[config.mk]
export PLATFORM = sky130hd
export DESIGN_NAME = pipeline_ctrl
export DESIGN_NICKNAME = d
export VERILOG_FILES = /design/src/rtl/pipeline_ctrl.sv
export SDC_FILE = /design/constraint.sdc
export NUM_CORES = 1
export LEC_CHECK = 0
export ABC_AREA = 0
export BUFFER_PORTS_ARGS = -buffer_cell sky130_fd_sc_hd__buf_2
export CORE_ASPECT_RATIO = 1.5
export CORE_MARGIN = 8
export CORE_UTILIZATION = 56
export DETAILED_ROUTE_END_ITERATION = 10
export GPL_TIMING_DRIVEN = 0
export PLACE_DENSITY = 0.84
export SLEW_MARGIN = 5
export SYNTH_ARGS = -nofsm -noshare
export SYNTH_HDL_FRONTEND = slang
export SYNTH_SLANG_ARGS = --single-unit
[constraint.sdc]
create_clock -name clk -period 5.3 [get_ports clk]
set_input_delay 0.53 -clock clk [delete_from_list [all_inputs] [get_ports clk]]
set_output_delay 0.53 -clock clk [all_outputs]
set_load 0.05 [all_outputs]
[src/rtl/pipeline_ctrl.sv]
// Hazard/stall controller for a 5-stage pipeline: load-use bubbles, branch redirect
// flushes, data-memory wait freeze with timeout, and saturating stall/flush counters.
module pipeline_ctrl #(
  parameter int unsigned TIMEOUT = 256,
  parameter int unsigned CNT_W   = 16
) (
  input  logic             clk,
  input  logic             arst_n,
  input  logic [4:0]       Rs1_ID,
  input  logic [4:0]       Rs2_ID,
  input  logic [4:0]       Rd_ID_EX,
  input  logic             MemRead_ID_EX,
  input  logic             branch_taken_EX,
  input  logic             dmem_req,
  input  logic             dmem_ready,
  input  logic             cnt_clr,
  output logic             pc_write,
  output logic             if_id_write,
  output logic             if_id_flush,
  output logic             id_ex_flush,
  output logic             pipe_freeze,
  output logic             err,
  output logic [1:0]       state,
  output logic [CNT_W-1:0] stall_cnt,
  output logic [CNT_W-1:0] flush_cnt
);

  typedef enum logic [1:0] {
    RUN   = 2'd0,
    FLUSH = 2'd1,
    WAIT  = 2'd2,
    ERROR = 2'd3
  } state_t;

  localparam int unsigned WCW = $clog2(TIMEOUT + 1);

  state_t           r_state;
  logic [WCW-1:0]   r_wait_cnt;
  logic             r_flush_pend;
  logic [CNT_W-1:0] r_stall_cnt;
  logic [CNT_W-1:0] r_flush_cnt;

  logic w_load_use;
  logic w_mem_busy;
  logic w_freeze;
  logic w_lu_stall;
  logic w_redirect;

  assign w_load_use = MemRead_ID_EX && (Rd_ID_EX != 5'd0) &&
                      ((Rd_ID_EX == Rs1_ID) || (Rd_ID_EX == Rs2_ID));
  assign w_mem_busy = dmem_req && !dmem_ready;

  // Controls are forced to plain pass while reset is held, whatever the state register holds.
  always_comb begin
    pc_write    = 1'b1;
    if_id_write = 1'b1;
    if_id_flush = 1'b0;
    id_ex_flush = 1'b0;
    pipe_freeze = 1'b0;
    w_freeze    = 1'b0;
    w_lu_stall  = 1'b0;
    w_redirect  = 1'b0;
    if (arst_n) begin
      if (w_mem_busy || (r_state == ERROR)) begin
        w_freeze    = 1'b1;
        pipe_freeze = 1'b1;
        pc_write    = 1'b0;
        if_id_write = 1'b0;
      end else if (branch_taken_EX) begin
        w_redirect  = 1'b1;
        if_id_flush = 1'b1;
        id_ex_flush = 1'b1;
      end else if (r_state == FLUSH) begin
        if_id_flush = 1'b1;
      end else if ((r_state == RUN) && w_load_use) begin
        w_lu_stall  = 1'b1;
        pc_write    = 1'b0;
        if_id_write = 1'b0;
        id_ex_flush = 1'b1;
      end
    end
  end

  assign err       = arst_n && (r_state == ERROR);
  assign state     = r_state;
  assign stall_cnt = r_stall_cnt;
  assign flush_cnt = r_flush_cnt;

  always_ff @(posedge clk) begin
    if (!arst_n) begin
      r_state      <= RUN;
      r_wait_cnt   <= '0;
      r_flush_pend <= 1'b0;
      r_stall_cnt  <= '0;
      r_flush_cnt  <= '0;
    end else begin
      if (cnt_clr) begin
        r_stall_cnt <= '0;
        r_flush_cnt <= '0;
      end else begin
        if ((w_freeze || w_lu_stall) && (r_stall_cnt != '1))
          r_stall_cnt <= r_stall_cnt + CNT_W'(1);
        if (w_redirect && (r_flush_cnt != '1))
          r_flush_cnt <= r_flush_cnt + CNT_W'(1);
      end

      unique case (r_state)
        RUN: begin
          if (w_mem_busy) begin
            r_state    <= WAIT;
            r_wait_cnt <= WCW'(1);
          end else if (branch_taken_EX) begin
            r_state <= FLUSH;
          end
        end
        FLUSH: begin
          if (w_mem_busy) begin
            r_state      <= WAIT;
            r_wait_cnt   <= WCW'(1);
            r_flush_pend <= 1'b1;
          end else if (branch_taken_EX) begin
            r_state <= FLUSH;
          end else begin
            r_state <= RUN;
          end
        end
        WAIT: begin
          if (w_mem_busy) begin
            if (r_wait_cnt == WCW'(TIMEOUT - 1))
              r_state <= ERROR;
            else
              r_wait_cnt <= r_wait_cnt + WCW'(1);
          end else begin
            r_state      <= r_flush_pend ? FLUSH : RUN;
            r_flush_pend <= 1'b0;
            r_wait_cnt   <= '0;
          end
        end
        ERROR: r_state <= ERROR;
        default: r_state <= RUN;
      endcase
    end
  end

endmodule

==> metrics.md <==
| Metric | Value |
|---|---|
| Outcome | complete, no violations |
| Pleak | 0.00109 uW |
| Metal2 WL | 3.11 mm |
| Initial antenna violation count | 0 |
| Max Used Layer | met4 |
| Number of diodes | 0 |
| Tmin final | 2.68 ns |
| Post-Synthesis Cell Area | 2320 sq um |
| Seq. cell area | 881 sq um |
| Ys flop type | dfxtp_1 |
| Max stage delay on crit path | 0.53 ns |
| Ratio of routed vias to standard cells | 5.80 |
| Die area | 6510 sq um |
| Peak Freq | 0.373 GHz |
| Slowest CP cell | or4_4 |
| Post-Route WL | 5.71 mm |
| Reg clk slew, reported paths | 0.09 ns |
| Routed met1 length | 2.24 mm |
| Worst skew pair latency | 0.30 ns |
| Hold WS | 0.493 ns |
| Starting Density | 0.587 |
| CP required | 4.77 ns |
| Critical path fanouts, max | 4 |
| CORE AREA | 3960 sq um |
| Worst Reg-to-Reg Cells | 8 |
| First-pass iteration count of the detailed router | 4 |
| Final Cycle Share | 0.505 |
| Post-CTS setup buffer count | 0 |
| Yosys top cell area share | 0.379 |
| CTS tree | done |
| Min-delay src | r_wait_cnt[5] |
| Post-DRT Antenna Nets | 0 |
| Flop2flop setup slack | 3.01 ns |
| Largest net degree at the start of global routing | 15 |
| Post-synth EDFFs | 0 |
| Port-buffer cells | 61 |
| Ports | 62 |
| Global route overflow | 0 |
| Critical Path Sink Type | primary output |
| Total CTS buffers | 5 |
| Reg2Reg Capture Point | stall_cnt[1] |
| Critical path class | primary input to primary output |
| Cells after synthesis | 281 |
| RSZ-0062 raised after global routing | no |
| Fraction of layout cells with a size suffix above 1 | 0.223 |
| Worst Hold Endpoint | r_wait_cnt[5] |
| Vias in the first global route | 2,187 |
| Endpoints failing setup | 0 |
| # rows | 28 |
| Hold depth | 2 |
| Area leader, netlist | dfxtp_1 |
| Die height | 94.9 um |
| VDD IR max | 0.000230 V |
| Syn. warnings | 0 |
| Worst min-delay path class | register to register |
| Nets | 375 |
| MaxCap Viol Count | 0 |
| CP arrival | 2.15 ns |
| Hold Violations, Final | 0 |
| Iter 0 DRT Violations | 108 |
| Via Count | 2,291 |
| Slew @ Worst Pin | 0.495 ns |
| Area of the multi-input gates | 1330 sq um |
| Cell variety after synth | 44 |
| Post-CTS Resized | 0 |
| Largest cells by area after synthesis | dfxtp_1 38%, xnor2_1 6.4%, a21oi_1 6.0% |
| Pwr per Cell Area | 245 nW/um^2 |
| Final Max Tran Viols | 0 |
| Met3 Wirelength | 302 um |
| Hold Buf Count CTS | 0 |
| Reg2Reg Launch Point | stall_cnt[0] |
| Global Route Usage Sum | 0.176 |
| Most used cell, CP | buf_2 |
| Async SR Flop Fraction | 0 |
| Dpl hpwl | 4.30 mm |
| Synthesized area per cell | 8.26 sq um |
| Post-route DRC violation count | 0 |
| Seq/Total Area, Yosys | 0.379 |
| Filler cells | 333 |
| Die width | 68.6 um |
| Sum Neg Setup Slack | 0 ns |
| Avg WL per Cell | 14.5 um |
| Clock Skews | 0.00555 ns |
| Global-route wire length before repair | 9.20 mm |
| Htree depth | 2 |
| Slew headroom | 0.670 |
| Clock tree buffer depth | 2 |
| Clock sink count | 44 |
| CTS Root Cell | clkbuf_8 |
| Register bit total from synthesis | 44 |
| CP Cell Sequence | buf_2 > or4_4 > o2111a_1 > a21oi_1 > buf_4 > buf_2 |
| Post-Syn Nets | 307 |
| Layout area overhead | 20.8% |
| Startpoint types | primary input |
| Routability cong. | 0.826 |
-- cell families (layout without fill, tap and decap cells) --
| group | after synthesis | in the layout | share of synthesized area |
|---|---|---|---|
| muxes | 4 | 4 | 0.0172 |
| buffers and inverters | 21 | 90 | 0.0463 |
| AOI/OAI and AO/OA | 66 | 66 | 0.174 |
| and+or+nand+nor | 118 | 118 | 0.272 |
| adders and majority gates | 4 | 4 | 0.0216 |
| DFF | 44 | 44 | 0.379 |
| xor gates and xnor gates | 24 | 24 | 0.0905 |
-- registers in the layout, summed over array words and instances (netlist names) --
signal	flops
flush_cnt	16
stall_cnt	16
r_wait_cnt	9
state	2
r_flush_pend	1
-- area by class of cell --
type	count	area share
Sequential cell	44	0.314
Clock buffer	6	0.0294
Clock inverter	2	0.0138
Timing Repair Buffer	61	0.109
Multi-Input combinational cell	216	0.475
Tap cell	45	0.0201
Buffer	11	0.0250
Inverter	10	0.0134
-- metal layers --
metal	vias to the layer above	track usage
met4	0	0.0617
li1	1146	-
met1	1081	0.187
met3	6	0.0391
met5	-	0
met2	58	0.322
-- cell usage after synthesis, drive strengths merged (6+ instances only) --
| library cell | number |
|---|---|
| dfxtp | 44 |
| a21oi | 29 |
| nor2 | 28 |
| nand2 | 18 |
| o21ai | 18 |
| or3 | 17 |
| xnor2 | 17 |
| nand3 | 15 |
| inv | 10 |
| nand4 | 9 |
| and3 | 8 |
| clkbuf | 7 |
| xor2 | 7 |
| or4 | 6 |
-- placed cells by master, fill, tap and decap left out, drive strengths merged, types with 3 or more instances in the layout --
master,synthesis,final
buf,4,65
dfxtp,44,44
a21oi,29,29
nor2,28,28
nand2,18,18
o21ai,18,18
xnor2,17,17
or3,17,17
nand3,15,15
clkbuf,7,13
inv,10,10
nand4,9,9
and3,8,8
xor2,7,7
or4,6,6
and4,5,5
o31ai,5,5
mux2i,4,4
ha,4,4
nand2b,3,3
o31a,3,3
-- metrics by stage --
stage / setup slack (ns) / total power, uW / std cells / utilization / area [sq um]
2_1_floorplan: 2.07 / 397 / 281 / - / 2320
3_3_place_gp: 2.63 / 419 / 387 / 0.678 / 2680
3_5_place_dp: 2.62 / 420 / 387 / 0.678 / 2680
4_1_cts: 2.62 / 691 / 395 / 0.709 / 2810
5_1_grt: 2.51 / 709 / 395 / 0.709 / 2810
6_report: 2.62 / 688 / 395 / 0.709 / 2810
-- report_power, final --
part | internal, uW | total [uW] | switching [uW]
Combinational | 28.6 | 76.0 | 47.4
Clock | 154 | 275 | 121
Sequential | 334 | 337 | 2.78
Total | 517 | 688 | 171
-- how the worst max path moves through the flow --
stage / cells after the start / slack (ns) / startpoint / endpoint
floorplan: 5 / 2.07 / state[0] / pc_write
global placement: 6 / 2.63 / Rd_ID_EX[1] / pc_write
detailed placement: 6 / 2.62 / Rd_ID_EX[1] / pc_write
CTS: 6 / 2.62 / Rd_ID_EX[1] / pc_write
global route: 6 / 2.51 / Rd_ID_EX[1] / pc_write
finish: 6 / 2.62 / Rd_ID_EX[1] / pc_write
-- worst max-delay path, delay by kind of cell --
kind / cells / cell delay, ns
compound gates: 2 / 0.54
buf+inv: 3 / 0.54
simple gates: 1 / 0.53
Note: power is estimated with default switching activity, not from simulation.
